`src/rtl/uar_pkg.sv`:
```
// Shared types and defaults for the UART host-side controller.
package uar_pkg;

    localparam int BYTE_W     = 8;
    localparam int DEF_DEPTH  = 16;
    localparam int DEF_ADDR_W = 4;

    typedef enum logic [1:0] {
        TX_IDLE = 2'd0,
        TX_SEND = 2'd1,
        TX_GAP  = 2'd2
    } tx_state_t;

endpackage

```
`src/rtl/uar_host_ctrl_if.sv`:
```
// Host and UART byte-handshake signals of the host controller.
// slave = controller side, master = host/UART side.
interface uar_host_ctrl_if
    import uar_pkg::*;
#(
    parameter int ADDR_W = DEF_ADDR_W
);
    logic              Enable;
    logic              HostTxValid;
    logic [BYTE_W-1:0] HostTxData;
    logic              HostTxReady;
    logic              HostRxValid;
    logic [BYTE_W-1:0] HostRxData;
    logic              HostRxReady;
    logic              UartTxEn;
    logic [BYTE_W-1:0] UartTxData;
    logic              UartTxDone;
    logic              UartRxEn;
    logic [BYTE_W-1:0] UartRxData;
    logic              UartRxDone;
    logic              RxOverrun;
    logic              RxOverrunClr;
    logic [ADDR_W:0]   TxLevel;
    logic [ADDR_W:0]   RxLevel;

    modport slave (
        input  Enable, HostTxValid, HostTxData, HostRxReady,
               UartTxDone, UartRxData, UartRxDone, RxOverrunClr,
        output HostTxReady, HostRxValid, HostRxData,
               UartTxEn, UartTxData, UartRxEn, RxOverrun, TxLevel, RxLevel
    );

    modport master (
        output Enable, HostTxValid, HostTxData, HostRxReady,
               UartTxDone, UartRxData, UartRxDone, RxOverrunClr,
        input  HostTxReady, HostRxValid, HostRxData,
               UartTxEn, UartTxData, UartRxEn, RxOverrun, TxLevel, RxLevel
    );

endinterface

```
`src/rtl/uar_sync_fifo.sv`:
```
// Synchronous FIFO with a registered head word. The head register is
// refreshed on push-into-empty and on every pop, so o_data always holds the
// oldest entry one cycle after it becomes the head.
module uar_sync_fifo #(
    parameter int DEPTH  = 16,
    parameter int ADDR_W = 4,
    parameter int WIDTH  = 8
) (
    input  logic              i_clk,
    input  logic              i_rst_n,
    input  logic              i_push,
    input  logic              i_pop,
    input  logic [WIDTH-1:0]  i_data,
    output logic [WIDTH-1:0]  o_data,
    output logic [ADDR_W:0]   o_level,
    output logic              o_full,
    output logic              o_empty
);

    localparam logic [ADDR_W:0] LVL_FULL = (ADDR_W+1)'(DEPTH);
    localparam logic [ADDR_W:0] LVL_ONE  = (ADDR_W+1)'(1);

    logic [WIDTH-1:0]  r_mem [DEPTH];
    logic [ADDR_W-1:0] r_wr_ptr;
    logic [ADDR_W-1:0] r_rd_ptr;
    logic [ADDR_W:0]   r_level;
    logic [WIDTH-1:0]  r_head;

    logic              w_pop_eff;
    logic              w_push_eff;
    logic [ADDR_W-1:0] w_rd_next;

    assign o_empty    = (r_level == '0);
    assign o_full     = (r_level == LVL_FULL);
    // A pop on an empty FIFO is ignored; a push at full is legal only with a pop.
    assign w_pop_eff  = i_pop & ~o_empty;
    assign w_push_eff = i_push & (~o_full | w_pop_eff);
    assign w_rd_next  = r_rd_ptr + ADDR_W'(1);

    assign o_data  = r_head;
    assign o_level = r_level;

    // Storage array, written at the tail on every accepted push.
    always_ff @(posedge i_clk) begin
        if (w_push_eff) begin
            r_mem[r_wr_ptr] <= i_data;
        end
    end

    // Pointers and occupancy; pointers wrap naturally at DEPTH (power of two).
    always_ff @(posedge i_clk or negedge i_rst_n) begin
        if (!i_rst_n) begin
            r_wr_ptr <= '0;
            r_rd_ptr <= '0;
            r_level  <= '0;
        end else begin
            if (w_push_eff) r_wr_ptr <= r_wr_ptr + ADDR_W'(1);
            if (w_pop_eff)  r_rd_ptr <= w_rd_next;
            case ({w_push_eff, w_pop_eff})
                2'b10:   r_level <= r_level + LVL_ONE;
                2'b01:   r_level <= r_level - LVL_ONE;
                default: r_level <= r_level;
            endcase
        end
    end

    // Head register: take the incoming word when it becomes the head,
    // otherwise advance to the next stored entry on a pop.
    always_ff @(posedge i_clk or negedge i_rst_n) begin
        if (!i_rst_n) begin
            r_head <= '0;
        end else if (w_push_eff && (o_empty || (w_pop_eff && r_level == LVL_ONE))) begin
            r_head <= i_data;
        end else if (w_pop_eff) begin
            r_head <= r_mem[w_rd_next];
        end
    end

endmodule

```
`src/rtl/uar_host_ctrl.sv`:
```
// Host-side controller for the UART byte handshake: TX FIFO feeding the
// UART transmitter one byte at a time, RX FIFO capturing received bytes
// with sticky overrun detection.
//
// TX FSM states
//   state   | meaning
//   TX_IDLE | waiting for Enable and a buffered byte; pops the head
//   TX_SEND | UartTxEn high, UartTxData held until UartTxDone
//   TX_GAP  | single re-arm cycle with UartTxEn low
module uar_host_ctrl
    import uar_pkg::*;
#(
    parameter int DEPTH  = DEF_DEPTH,
    parameter int ADDR_W = DEF_ADDR_W
) (
    input  logic            Clk,
    input  logic            Rst_n,
    uar_host_ctrl_if.slave  bus
);

    tx_state_t         r_state;
    logic              r_tx_en;
    logic [BYTE_W-1:0] r_tx_data;
    logic              r_tx_pend;
    logic              r_rx_en;
    logic              r_overrun;

    logic              w_tx_pop;
    logic [BYTE_W-1:0] w_tx_head;
    logic [ADDR_W:0]   w_tx_level;
    logic              w_tx_full;
    logic              w_tx_empty;

    logic              w_rx_push;
    logic              w_rx_drop;
    logic [ADDR_W:0]   w_rx_level;
    logic              w_rx_full;
    logic              w_rx_empty;

    // The FSM only pops from IDLE, using the registered non-empty flag, so
    // a byte pushed into an empty FIFO reaches the UART two edges later.
    assign w_tx_pop  = (r_state == TX_IDLE) & bus.Enable & r_tx_pend;

    assign w_rx_push = bus.UartRxDone & bus.Enable;
    // When full, a byte is kept only if the host frees a slot in the same cycle.
    assign w_rx_drop = w_rx_push & w_rx_full & ~bus.HostRxReady;

    uar_sync_fifo #(.DEPTH(DEPTH), .ADDR_W(ADDR_W), .WIDTH(BYTE_W)) u_tx_fifo (
        .i_clk   (Clk),
        .i_rst_n (Rst_n),
        .i_push  (bus.HostTxValid),
        .i_pop   (w_tx_pop),
        .i_data  (bus.HostTxData),
        .o_data  (w_tx_head),
        .o_level (w_tx_level),
        .o_full  (w_tx_full),
        .o_empty (w_tx_empty)
    );

    uar_sync_fifo #(.DEPTH(DEPTH), .ADDR_W(ADDR_W), .WIDTH(BYTE_W)) u_rx_fifo (
        .i_clk   (Clk),
        .i_rst_n (Rst_n),
        .i_push  (w_rx_push),
        .i_pop   (bus.HostRxReady),
        .i_data  (bus.UartRxData),
        .o_data  (bus.HostRxData),
        .o_level (w_rx_level),
        .o_full  (w_rx_full),
        .o_empty (w_rx_empty)
    );

    assign bus.HostTxReady = ~w_tx_full;
    assign bus.HostRxValid = ~w_rx_empty;
    assign bus.TxLevel     = w_tx_level;
    assign bus.RxLevel     = w_rx_level;
    assign bus.UartTxEn    = r_tx_en;
    assign bus.UartTxData  = r_tx_data;
    assign bus.UartRxEn    = r_rx_en;
    assign bus.RxOverrun   = r_overrun;

    // TX sequencer: IDLE -> SEND on pop, SEND -> GAP on UartTxDone, GAP -> IDLE.
    always_ff @(posedge Clk or negedge Rst_n) begin
        if (!Rst_n) begin
            r_state   <= TX_IDLE;
            r_tx_en   <= 1'b0;
            r_tx_data <= '0;
        end else begin
            case (r_state)
                TX_IDLE: begin
                    if (w_tx_pop) begin
                        r_tx_data <= w_tx_head;
                        r_tx_en   <= 1'b1;
                        r_state   <= TX_SEND;
                    end
                end
                TX_SEND: begin
                    if (bus.UartTxDone) begin
                        r_tx_en <= 1'b0;
                        r_state <= TX_GAP;
                    end
                end
                TX_GAP: begin
                    r_state <= TX_IDLE;
                end
                default: begin
                    r_tx_en <= 1'b0;
                    r_state <= TX_IDLE;
                end
            endcase
        end
    end

    // Registered TX-pending flag and receiver enable.
    always_ff @(posedge Clk or negedge Rst_n) begin
        if (!Rst_n) begin
            r_tx_pend <= 1'b0;
            r_rx_en   <= 1'b0;
        end else begin
            r_tx_pend <= ~w_tx_empty;
            r_rx_en   <= bus.Enable;
        end
    end

    // Sticky overrun flag; a drop in the same cycle as a clear wins.
    always_ff @(posedge Clk or negedge Rst_n) begin
        if (!Rst_n) begin
            r_overrun <= 1'b0;
        end else if (w_rx_drop) begin
            r_overrun <= 1'b1;
        end else if (bus.RxOverrunClr) begin
            r_overrun <= 1'b0;
        end
    end

endmodule

```
`src/flat_wrapper.sv`:
```
// flat-port wrapper written by rule: the top's interface ports become plain ports
module uar_host_ctrl_flat import uar_pkg::*;
#(
    parameter int DEPTH  = DEF_DEPTH,
    parameter int ADDR_W = DEF_ADDR_W
)
  (Clk, Rst_n, bus_Enable, bus_HostTxValid, bus_HostTxData, bus_HostRxReady, bus_UartTxDone, bus_UartRxData, bus_UartRxDone, bus_RxOverrunClr, bus_HostTxReady, bus_HostRxValid, bus_HostRxData, bus_UartTxEn, bus_UartTxData, bus_UartRxEn, bus_RxOverrun, bus_TxLevel, bus_RxLevel);
  uar_host_ctrl_if #(.ADDR_W(ADDR_W)) bus_i ();
  input  logic Clk;
  input  logic Rst_n;
  input wire logic [$bits(bus_i.Enable)-1:0] bus_Enable;
  input wire logic [$bits(bus_i.HostTxValid)-1:0] bus_HostTxValid;
  input wire logic [$bits(bus_i.HostTxData)-1:0] bus_HostTxData;
  input wire logic [$bits(bus_i.HostRxReady)-1:0] bus_HostRxReady;
  input wire logic [$bits(bus_i.UartTxDone)-1:0] bus_UartTxDone;
  input wire logic [$bits(bus_i.UartRxData)-1:0] bus_UartRxData;
  input wire logic [$bits(bus_i.UartRxDone)-1:0] bus_UartRxDone;
  input wire logic [$bits(bus_i.RxOverrunClr)-1:0] bus_RxOverrunClr;
  output wire logic [$bits(bus_i.HostTxReady)-1:0] bus_HostTxReady;
  output wire logic [$bits(bus_i.HostRxValid)-1:0] bus_HostRxValid;
  output wire logic [$bits(bus_i.HostRxData)-1:0] bus_HostRxData;
  output wire logic [$bits(bus_i.UartTxEn)-1:0] bus_UartTxEn;
  output wire logic [$bits(bus_i.UartTxData)-1:0] bus_UartTxData;
  output wire logic [$bits(bus_i.UartRxEn)-1:0] bus_UartRxEn;
  output wire logic [$bits(bus_i.RxOverrun)-1:0] bus_RxOverrun;
  output wire logic [$bits(bus_i.TxLevel)-1:0] bus_TxLevel;
  output wire logic [$bits(bus_i.RxLevel)-1:0] bus_RxLevel;
  assign bus_i.Enable = bus_Enable;
  assign bus_i.HostTxValid = bus_HostTxValid;
  assign bus_i.HostTxData = bus_HostTxData;
  assign bus_i.HostRxReady = bus_HostRxReady;
  assign bus_i.UartTxDone = bus_UartTxDone;
  assign bus_i.UartRxData = bus_UartRxData;
  assign bus_i.UartRxDone = bus_UartRxDone;
  assign bus_i.RxOverrunClr = bus_RxOverrunClr;
  assign bus_HostTxReady = bus_i.HostTxReady;
  assign bus_HostRxValid = bus_i.HostRxValid;
  assign bus_HostRxData = bus_i.HostRxData;
  assign bus_UartTxEn = bus_i.UartTxEn;
  assign bus_UartTxData = bus_i.UartTxData;
  assign bus_UartRxEn = bus_i.UartRxEn;
  assign bus_RxOverrun = bus_i.RxOverrun;
  assign bus_TxLevel = bus_i.TxLevel;
  assign bus_RxLevel = bus_i.RxLevel;
  uar_host_ctrl #(.DEPTH(DEPTH), .ADDR_W(ADDR_W)) u_core (.Clk(Clk), .Rst_n(Rst_n), .bus(bus_i));
endmodule
```
`config.mk`:
```
export PLATFORM = sky130hd
export DESIGN_NAME = uar_host_ctrl_flat
export DESIGN_NICKNAME = d
export VERILOG_FILES = /design/src/rtl/uar_pkg.sv /design/src/rtl/uar_host_ctrl_if.sv /design/src/rtl/uar_sync_fifo.sv /design/src/rtl/uar_host_ctrl.sv /design/src/flat_wrapper.sv
export SDC_FILE = /design/constraint.sdc
export NUM_CORES = 1
export LEC_CHECK = 0
export BUFFER_PORTS_ARGS = -buffer_cell sky130_fd_sc_hd__buf_2
export CORE_MARGIN = 2
export CORE_UTILIZATION = 50
export CTS_CLUSTER_DIAMETER = 50
export CTS_CLUSTER_SIZE = 40
export DETAILED_ROUTE_END_ITERATION = 10
export PLACE_DENSITY = 0.64
export SYNTH_ARGS = -nofsm -noshare
export SYNTH_HDL_FRONTEND = slang
export SYNTH_SLANG_ARGS = --single-unit
```
`constraint.sdc`:
```
create_clock -name Clk -period 6.2 [get_ports Clk]
set_clock_uncertainty 0.15 [all_clocks]
set_input_delay 0.62 -clock Clk [delete_from_list [all_inputs] [get_ports Clk]]
set_output_delay 0.62 -clock Clk [all_outputs]
set_load 0.005 [all_outputs]
```
* Word level (Yosys, flattened, before mapping)
Memories as Yosys holds them, arrays and structs flattened.
Cells that the tools add are included.
** Word-level totals
- Register bits after elaboration :: 56
- RAM bits :: 256
- Input bits :: 24
- Logic and storage cells :: 88
- Memories :: 2
** Operators by class
- Add/sub/neg operators :: 8
- Equal/unequal tests :: 12
- Mux-type cells :: 18
- Bitwise logic cells :: 17
- Reductions and logical operators :: 17
** Memories
- u_core.u_rx_fifo.r_mem :: depth 16, bits a word 8, read ports 1, clocked after Yosys merged registers in 0, write ports 1, RTL line uar_sync_fifo.sv:23 : logic [WIDTH-1:0] r_mem [DEPTH];
- u_core.u_tx_fifo.r_mem :: depth 16, bits a word 8, read ports 1, clocked after Yosys merged registers in 0, write ports 1, RTL line uar_sync_fifo.sv:23
** Operator list (number)
- 8-bit 2-to-1 mux :: 4
- 5-bit case mux with 2 select lines :: 2
- 4-bit by 1-bit adder with 4-bit output (second input constant) :: 4
- 5-bit by 1-bit adder with 5-bit output (second input constant) :: 2
- 5-bit by 1-bit == test with 1-bit output (second input constant) :: 2
- 5-bit == test (second input constant) :: 2
- 5-bit zero test :: 2
- 2-bit nonzero test :: 5
- 5-bit by 1-bit subtractor with 5-bit output (second input constant) :: 2
- 1-bit bitwise AND :: 9
- 1-bit 2-to-1 mux :: 8
- 2-bit by 1-bit == test with 1-bit output (second input constant) :: 3
- 2-bit == test (second input constant) :: 3
- 1-bit NOT :: 6
- 1-bit logical AND :: 4
- 2-bit 2-to-1 mux :: 2
- 2-bit != test (second input constant) :: 2
- 2-bit case mux with 2 select lines :: 1
- 2-bit AND reduction :: 2
- 1-bit case mux with 3 select lines :: 1
- 3-bit AND reduction :: 1
- 2-bit zero test :: 1
- 1-bit logical OR :: 2
- 1-bit OR :: 2

* Depth between registers and ports, before layout
Gate-level depths: netlist of run 1.
- Depth after elaboration :: 8
- Depth in mapped cells :: 8
- Gate-level depth less buffers :: 7

* Modules after synthesis
A second synthesis of run 1 with hierarchy kept.
** Unflattened totals
- Cell total of the unflattened synthesis :: 706
- Area, all modules :: 12887.4 um2
** By module, submodules not included
- uar_sync_fifo at u_core.u_rx_fifo :: times used 1, cells each 333, area an instance 6154.7 um2, seq. area each 4369.2 um2
- uar_sync_fifo at u_core.u_tx_fifo :: times used 1, cells each 335, area an instance 6154.7 um2, seq. area each 4369.2 um2
- uar_host_ctrl :: times used 1, cells each 38, area an instance 578.1 um2, seq. area each 350.3 um2

* Worst setup path before layout of run 1
Ideal clock, no wire load.
- Kind :: reg-to-reg
- Start point :: reg u_core.u_tx_fifo.r_rd_ptr[1]
- End point :: reg u_core.u_tx_fifo.r_head[4], in the netlist u_core.u_tx_fifo.o_data[4]
- Arrival time :: 1.940 ns
- Setup slack :: 3.976 ns
- Cell stages (with the launch flop) :: 7
- Path buffers :: 2
- Period minus slack after synthesis :: 2.224 ns
- Path through :: dfrtp_1 -> ha_1 -> clkbuf_1 -> clkbuf_1 -> mux4_2 -> a221oi_1 -> o211ai_1
** Between the ends
- Word-level cells in the longest chain between the ends :: 4
** Ends and longest elaborated chain
- from (decl) :: RTL line uar_sync_fifo.sv:25 : logic [ADDR_W-1:0] r_rd_ptr;
- from (signal assigned) :: RTL line uar_sync_fifo.sv:58 : if (w_pop_eff) r_rd_ptr <= w_rd_next;
- 4-bit by 1-bit adder with 4-bit output :: RTL line uar_sync_fifo.sv:38 : assign w_rd_next = r_rd_ptr + ADDR_W'(1);
- named net u_core.u_tx_fifo.w_rd_next[1] :: RTL line uar_sync_fifo.sv:31 : logic [ADDR_W-1:0] w_rd_next;
- memory 16 x 8 bit
- 8-bit 2-to-1 mux :: RTL line uar_sync_fifo.sv:74 : end else if (w_pop_eff) begin
- 8-bit 2-to-1 mux :: RTL line uar_sync_fifo.sv:72 : end else if (w_push_eff && (o_empty || (w_pop_eff && r_level == LVL_ONE))) begin
- to (signal assigned) :: RTL line uar_sync_fifo.sv:73 : r_head <= i_data;
- to (signal assigned) :: RTL line uar_sync_fifo.sv:75 : r_head <= r_mem[w_rd_next];
- to (decl) :: RTL line uar_sync_fifo.sv:27 : logic [WIDTH-1:0] r_head;
The timed path passes the listed nets, and every way through them passes these cells. The select of a mux whose other input is x is not followed.
A chain may end at the register's enable or synchronous reset.

* Final worst setup path of run 1
- Start point :: reg u_core.u_tx_fifo.r_rd_ptr[0]
- End point :: reg u_core.u_tx_fifo.r_head[2], in the netlist u_core.u_tx_fifo.o_data[2]
Same word-level chain as after synthesis.

==> results of run 1 <==
==> area by class of cell <==
| type | instances | area [µm²] | area share [%] |
|---|---|---|---|
| clock inverters | 25 | 274.0 | 1.904 |
| flip-flops and latches | 312 | 9091 | 63.15 |
| well taps | 330 | 412.9 | 2.868 |
| clock buffers | 31 | 775.7 | 5.389 |
| inverters | 29 | 108.9 | 0.7562 |
| repair buffers | 59 | 307.8 | 2.138 |
| multi-input cells | 336 | 3425 | 23.79 |
==> layer usage <==
layer | vias up | wire length, µm | track usage, %
li1 | 2955 | - | -
met1 | 3521 | 11700 | 29.67
met2 | 253 | 12340 | 31.44
met3 | 40 | 1792 | 3.586
met4 | 2 | 466 | 4.785
met5 | - | 13 | 0
==> cell usage in the layout, fill, tap and decap left out, types with 14 or more instances in the layout <==
master,count
nand2_1,29
buf_2,54
and2_1,18
o22ai_1,18
nor2_1,14
mux4_2,64
nand3_1,14
inv_1,29
clkbuf_16,31
edfxtp_1,256
ha_1,17
mux2_2,16
dfrtp_1,54
xnor2_1,16
==> state kept, by name, summed over array words and instances (netlist names), 4 cells and up <==
signal                     cells
u_core.u_rx_fifo.r_mem       128
u_core.u_tx_fifo.r_mem       128
u_core.bus.UartTxData          8
u_core.u_rx_fifo.o_data        8
u_core.u_tx_fifo.o_data        8
u_core.u_rx_fifo.o_level       5
u_core.u_tx_fifo.o_level       5
u_core.u_rx_fifo.r_rd_ptr      4
u_core.u_rx_fifo.r_wr_ptr      4
u_core.u_tx_fifo.r_rd_ptr      4
u_core.u_tx_fifo.r_wr_ptr      4
==> cells by family after synthesis <==
group           synth area share [%]
xor+xnor                       1.508
fa+ha+maj                      1.763
buf+inv                        2.076
flops                          71.14
compound gates                 5.112
mux                            12.69
simple gates                   5.710
==> power breakdown <==
group	switching, mW	total [mW]	leakage [nW]	internal [mW]
Sequential	0.247	2.82	2.98	2.58
Combinational	1.23	2.29	1.53	1.06
Clock	0.863	1.87	0.509	1.00
Total	2.34	6.98	5.02	4.64
==> path summary, 6_finish.rpt <==
path | startpoint | end | slack [ps]
max | u_core.u_tx_fifo.r_rd_ptr[0] | u_core.u_tx_fifo.o_data[2] | 2930
min reg2reg | u_core.bus.UartTxEn | u_core.bus.UartTxEn | 360
min in group Clk | bus_RxOverrunClr | u_core.bus.RxOverrun | 120
max reg2reg | u_core.u_tx_fifo.r_rd_ptr[0] | u_core.u_tx_fifo.o_data[2] | 2930
min | Rst_n | u_core.u_rx_fifo.o_data[1] | 30
max in group asynchronous | Rst_n | u_core.u_tx_fifo.r_rd_ptr[0] | 5280
==> per-stage QoR <==
| stage | instance area (µm²) | total power, mW |
|---|---|---|
| finish | 14400 | 6.979 |
| floorplan | 12780 | 4.491 |
| global route | 14400 | 7.325 |
| CTS | 14400 | 7.041 |
| detailed placement | 13350 | 5.163 |
| global placement | 13350 | 5.115 |
==> impl_metrics.json, run 1 <==
{
  "end_kind": "flip-flop",
  "via_per_inst": 6.035,
  "nFillCells": 1925,
  "avgSynthCellArea_um2": 18.12,
  "critPathRequiredTime_ps": 6470,
  "worst-setup-path-type": "flip-flop to flip-flop",
  "synth_area_um2": 12780,
  "crit_path_frequent_cell": "buf_4",
  "timing.setup.tns_ps": 0,
  "min_path_type": "input pin to asynchronous set/reset pin",
  "grt_usage_pct": 20.06,
  "cp_top_family": "buffers and inverters",
  "die_h_um": 163.9,
  "initial_utilization_pct": 50.88,
  "synth-async-reset-ratio_pct": 17.95,
  "utilization_pct": 57.33,
  "ir_drop_mv": 0.3284,
  "dp.cells": 1066,
  "drt_pre_antenna_iters": 5,
  "via_count": 6771,
  "wl_per_cell_um": 23.45,
  "syn_to_final_growth_pct": 12.67,
  "fin_crit_ps": 3272,
  "drt-initial-drc-count": 639,
  "fp.dieW_um": 163.9,
  "critPathSlowestCell": "ha_1",
  "maxCapViolations": 0,
  "final_max_slew_viol_count": 0,
  "postRouteAntennaNets": 0,
  "io_buffer_count": 54,
  "timing.hold.ws_ps": 28.68,
  "setup_violations": 0,
  "max_stage_delay_ps": 750,
  "tightest_slew_ps": 803.9,
  "clkSinkCount": 312,
  "dp_slack_ps": 2864,
  "critPathBufInv": 3,
  "yosysSeqAreaShare_pct": 71.14,
  "cts_root_buf": "clkbuf_16",
  "syn-num-nets": 747,
  "yosysMostFrequentCell": "edfxtp_1",
  "tritoncts": "built",
  "cts_setup_buffers": 0,
  "synth_area_leaders": "edfxtp_1 (60%), mux4_2 (11%), dfrtp_1 (11%)",
  "netlist.area_leader.share_pct": 60.17,
  "ff2ff_path_depth": 8,
  "ys.warnings.count": 0,
  "grt_pass1_vias": 6888,
  "grt_max_degree": 57,
  "hold_viol": 0,
  "routed_wl_um": 26320,
  "fin_ws_ps": 2928,
  "cts_hold_buffers": 0,
  "status": "completed",
  "power_per_cell_area_nw_per_um2": 484.8,
  "io_pins": 55,
  "num_rows": 58,
  "netlist_top_cells_count": "edfxtp_1 (256), mux4_2 (64), dfrtp_1 (56)",
  "insertion_delay_ps": 550,
  "place_hpwl_um": 17400,
  "place.gp.congestion": 0.7859,
  "clkTransAtPathRegs_ps": 80,
  "clockBufferDepth": 3,
  "crit_path_start_kind": "flip-flop",
  "grt_overflow": 0,
  "ctsResizeCount": 0,
  "max-slew-margin-rel_pct": 46.23,
  "yosysTopAreaCell": "edfxtp_1",
  "coreArea_um2": 25110,
  "worstPathCellList": "buf_4 > ha_1 > buf_4 > mux4_2 > inv_1 > o22ai_1 > a221oi_1 > o211ai_1",
  "netlist_instances": 705,
  "diodes": 0,
  "antenna_found_initial": 1,
  "p_leak_nw": 5.020,
  "nets": 810,
  "rsz0062_at_grt": "false",
  "arrival_ps": 3550,
  "htreeDepth": 1,
  "clock.fmax_mhz": 305.6,
  "die_area_um2": 26850,
  "numCtsBuffers": 30,
  "fin_cells": 1122,
  "synth_edf_count": 256,
  "synth.distinct_cells": 61,
  "synthFlopType": "edfxtp_1",
  "critPathMaxFanout": 39,
  "path_depth": 8,
  "drive_gt1_share_pct": 27.40,
  "ys_seq_elements": 312,
  "fin_crit_sh_pct": 52.78,
  "grt_pass1_wl_um": 40520,
  "drc": 0
}
No activity file was read; power rests on OpenSTA's default activity.
==> run 2, diff against run 1 <==
--- a/config.mk
+++ b/config.mk
@@ -11,7 +11,7 @@
 export CTS_CLUSTER_DIAMETER = 50
 export CTS_CLUSTER_SIZE = 40
 export DETAILED_ROUTE_END_ITERATION = 10
-export PLACE_DENSITY = 0.64
+export PLACE_DENSITY = 0.66
 export SYNTH_ARGS = -nofsm -noshare
 export SYNTH_HDL_FRONTEND = slang
 export SYNTH_SLANG_ARGS = --single-unit
==> constraint.sdc (replaced) <==
create_clock -name Clk -period 2.74 [get_ports Clk]
set_clock_uncertainty 0.15 [all_clocks]
set_input_delay 0.274 -clock Clk [delete_from_list [all_inputs] [get_ports Clk]]
set_output_delay 0.274 -clock Clk [all_outputs]
set_load 0.005 [all_outputs]
==> impl_metrics.json, run 2 (synthesis results as in run 1) <==
{
  "power_per_cell_area_nw_per_um2": 1103,
  "critPathSlowestCell": "and4_1",
  "drt_pre_antenna_iters": 4,
  "final_max_slew_viol_count": 0,
  "top_regs": "u_core.u_rx_fifo.r_mem x128, u_core.u_tx_fifo.r_mem x128",
  "maxCapViolations": 0,
  "critPathBufInv": 2,
  "fin_crit_sh_pct": 92.80,
  "num_rows": 58,
  "place_hpwl_um": 18280,
  "grt_pass1_vias": 7250,
  "utilization_pct": 58.58,
  "p_leak_nw": 5.173,
  "crit_path_start_kind": "flip-flop",
  "syn_to_final_growth_pct": 15.12,
  "clkSinkCount": 312,
  "critPathMaxFanout": 9,
  "grt_overflow": 0,
  "drt-initial-drc-count": 600,
  "timing.hold.ws_ps": 15.52,
  "clockBufferDepth": 3,
  "postRouteAntennaNets": 0,
  "io_pins": 55,
  "routed_wl_um": 27550,
  "min_path_type": "input pin to flip-flop",
  "setup_violations": 0,
  "cp_top_family": "simple AND/OR/NAND/NOR gates",
  "dp.cells": 1081,
  "nFillCells": 1885,
  "tightest_slew_ps": 563.6,
  "clock.fmax_mhz": 393.3,
  "numCtsBuffers": 29,
  "grt_usage_pct": 21.21,
  "coreArea_um2": 25110,
  "via_per_inst": 5.982,
  "worstPathCellList": "inv_1 > ha_1 > nand4bb_1 > o21a_1 > buf_4 > and4_1",
  "fin_crit_ps": 2543,
  "grt_max_degree": 39,
  "clkTransAtPathRegs_ps": 80,
  "tritoncts": "built",
  "die_area_um2": 26850,
  "max-slew-margin-rel_pct": 62.43,
  "grt_pass1_wl_um": 42600,
  "critPathRequiredTime_ps": 2790,
  "place.gp.congestion": 0.8751,
  "timing.setup.tns_ps": 0,
  "final_common_cell": "edfxtp_1",
  "nets": 839,
  "min_from": "bus_UartRxData[5]",
  "arrival_ps": 2590,
  "end_kind": "flip-flop",
  "antenna_found_initial": 0,
  "ir_drop_mv": 0.6735,
  "status": "completed",
  "cts_root_buf": "clkbuf_16",
  "worst-setup-path-type": "flip-flop to flip-flop",
  "max_stage_delay_ps": 490,
  "die_h_um": 163.9,
  "critPathLaunch": "u_core.u_tx_fifo.o_level[0]",
  "initial_utilization_pct": 50.88,
  "insertion_delay_ps": 550,
  "hold_viol": 0,
  "r2r_start": "u_core.u_tx_fifo.o_level[0]",
  "via_count": 6873,
  "layout_common_cells": "edfxtp_1 (256), mux4_2 (64), buf_2 (54), dfrtp_1 (54)",
  "wl_per_cell_um": 23.98,
  "cts_setup_buffers": 0,
  "htreeDepth": 1,
  "rsz0062_at_grt": "false",
  "io_buffer_count": 54,
  "drc": 0,
  "drive_gt1_share_pct": 28.57,
  "diodes": 0,
  "fp.dieW_um": 163.9,
  "fin_cells": 1149
}
==> run 2: cell count changes in the layout (fill, tap and decap cells not counted), sizes merged <==
cell | previous run | this run
buf | 59 | 74
bufinv | 1 | 2
clkbuf | 31 | 29
clkinv | 13 | 6
dlygate4sd3 | 0 | 15
inv | 38 | 43
==> run 2: per-layer routing <==
metal / GRT usage [%] / up-vias / routed length (µm)
met4: 8.652 / 0 / 1146
li1: - / 3005 / -
met5: 0 / - / 0
met2: 36.12 / 215 / 14040
met3: 3.182 / 71 / 1320
met1: 27.57 / 3582 / 11040
==> run 2: repair_timing <==
action	CTS	global route
setup endpoints to repair	0	40
hold buffers	15	0
hold endpoints to repair	102	0
resized for setup	0	5
==> run 2: final timing paths <==
check	to	slack, ps	cells past startpoint
hold / removal	u_core.u_rx_fifo.r_mem[11][5]	20	1
setup reg to reg	u_core.u_tx_fifo.r_mem[12][7]	200	6
max in group asynchronous	u_core.u_tx_fifo.r_rd_ptr[0]	1710	3
hold reg to reg	u_core.bus.UartTxEn	350	1
min in group asynchronous	u_core.bus.RxOverrun	100	2
setup / recovery	u_core.u_tx_fifo.r_mem[12][7]	200	6
==> run 2: power breakdown <==
group | internal [mW] | leakage [nW] | total, mW | switching, mW
Sequential | 5.83 | 2.98 | 6.38 | 0.547
Clock | 2.31 | 0.512 | 4.38 | 2.07
Combinational | 2.58 | 1.68 | 5.46 | 2.88
==> run 2: area by class of cell <==
class,count,area (µm²),share of cell area [%]
flip-flops and latches,312,9091,61.81
multi-input cells,336,3432,23.33
clock buffers,29,725.7,4.934
repair buffers,89,595.6,4.049
well taps,330,412.9,2.807
clock inverters,24,341.6,2.322
inverters,29,108.9,0.7401
==> run 2: per-stage QoR <==
step	worst slack, ps	instance area, µm²	power, mW
2_1_floorplan	515.7	12780	10.16
3_3_place_gp	202.9	13480	11.79
3_5_place_dp	118.1	13480	11.96
4_1_cts	87.88	14700	16.36
5_1_grt	2.981	14710	17.00
6_report	197.3	14710	16.22
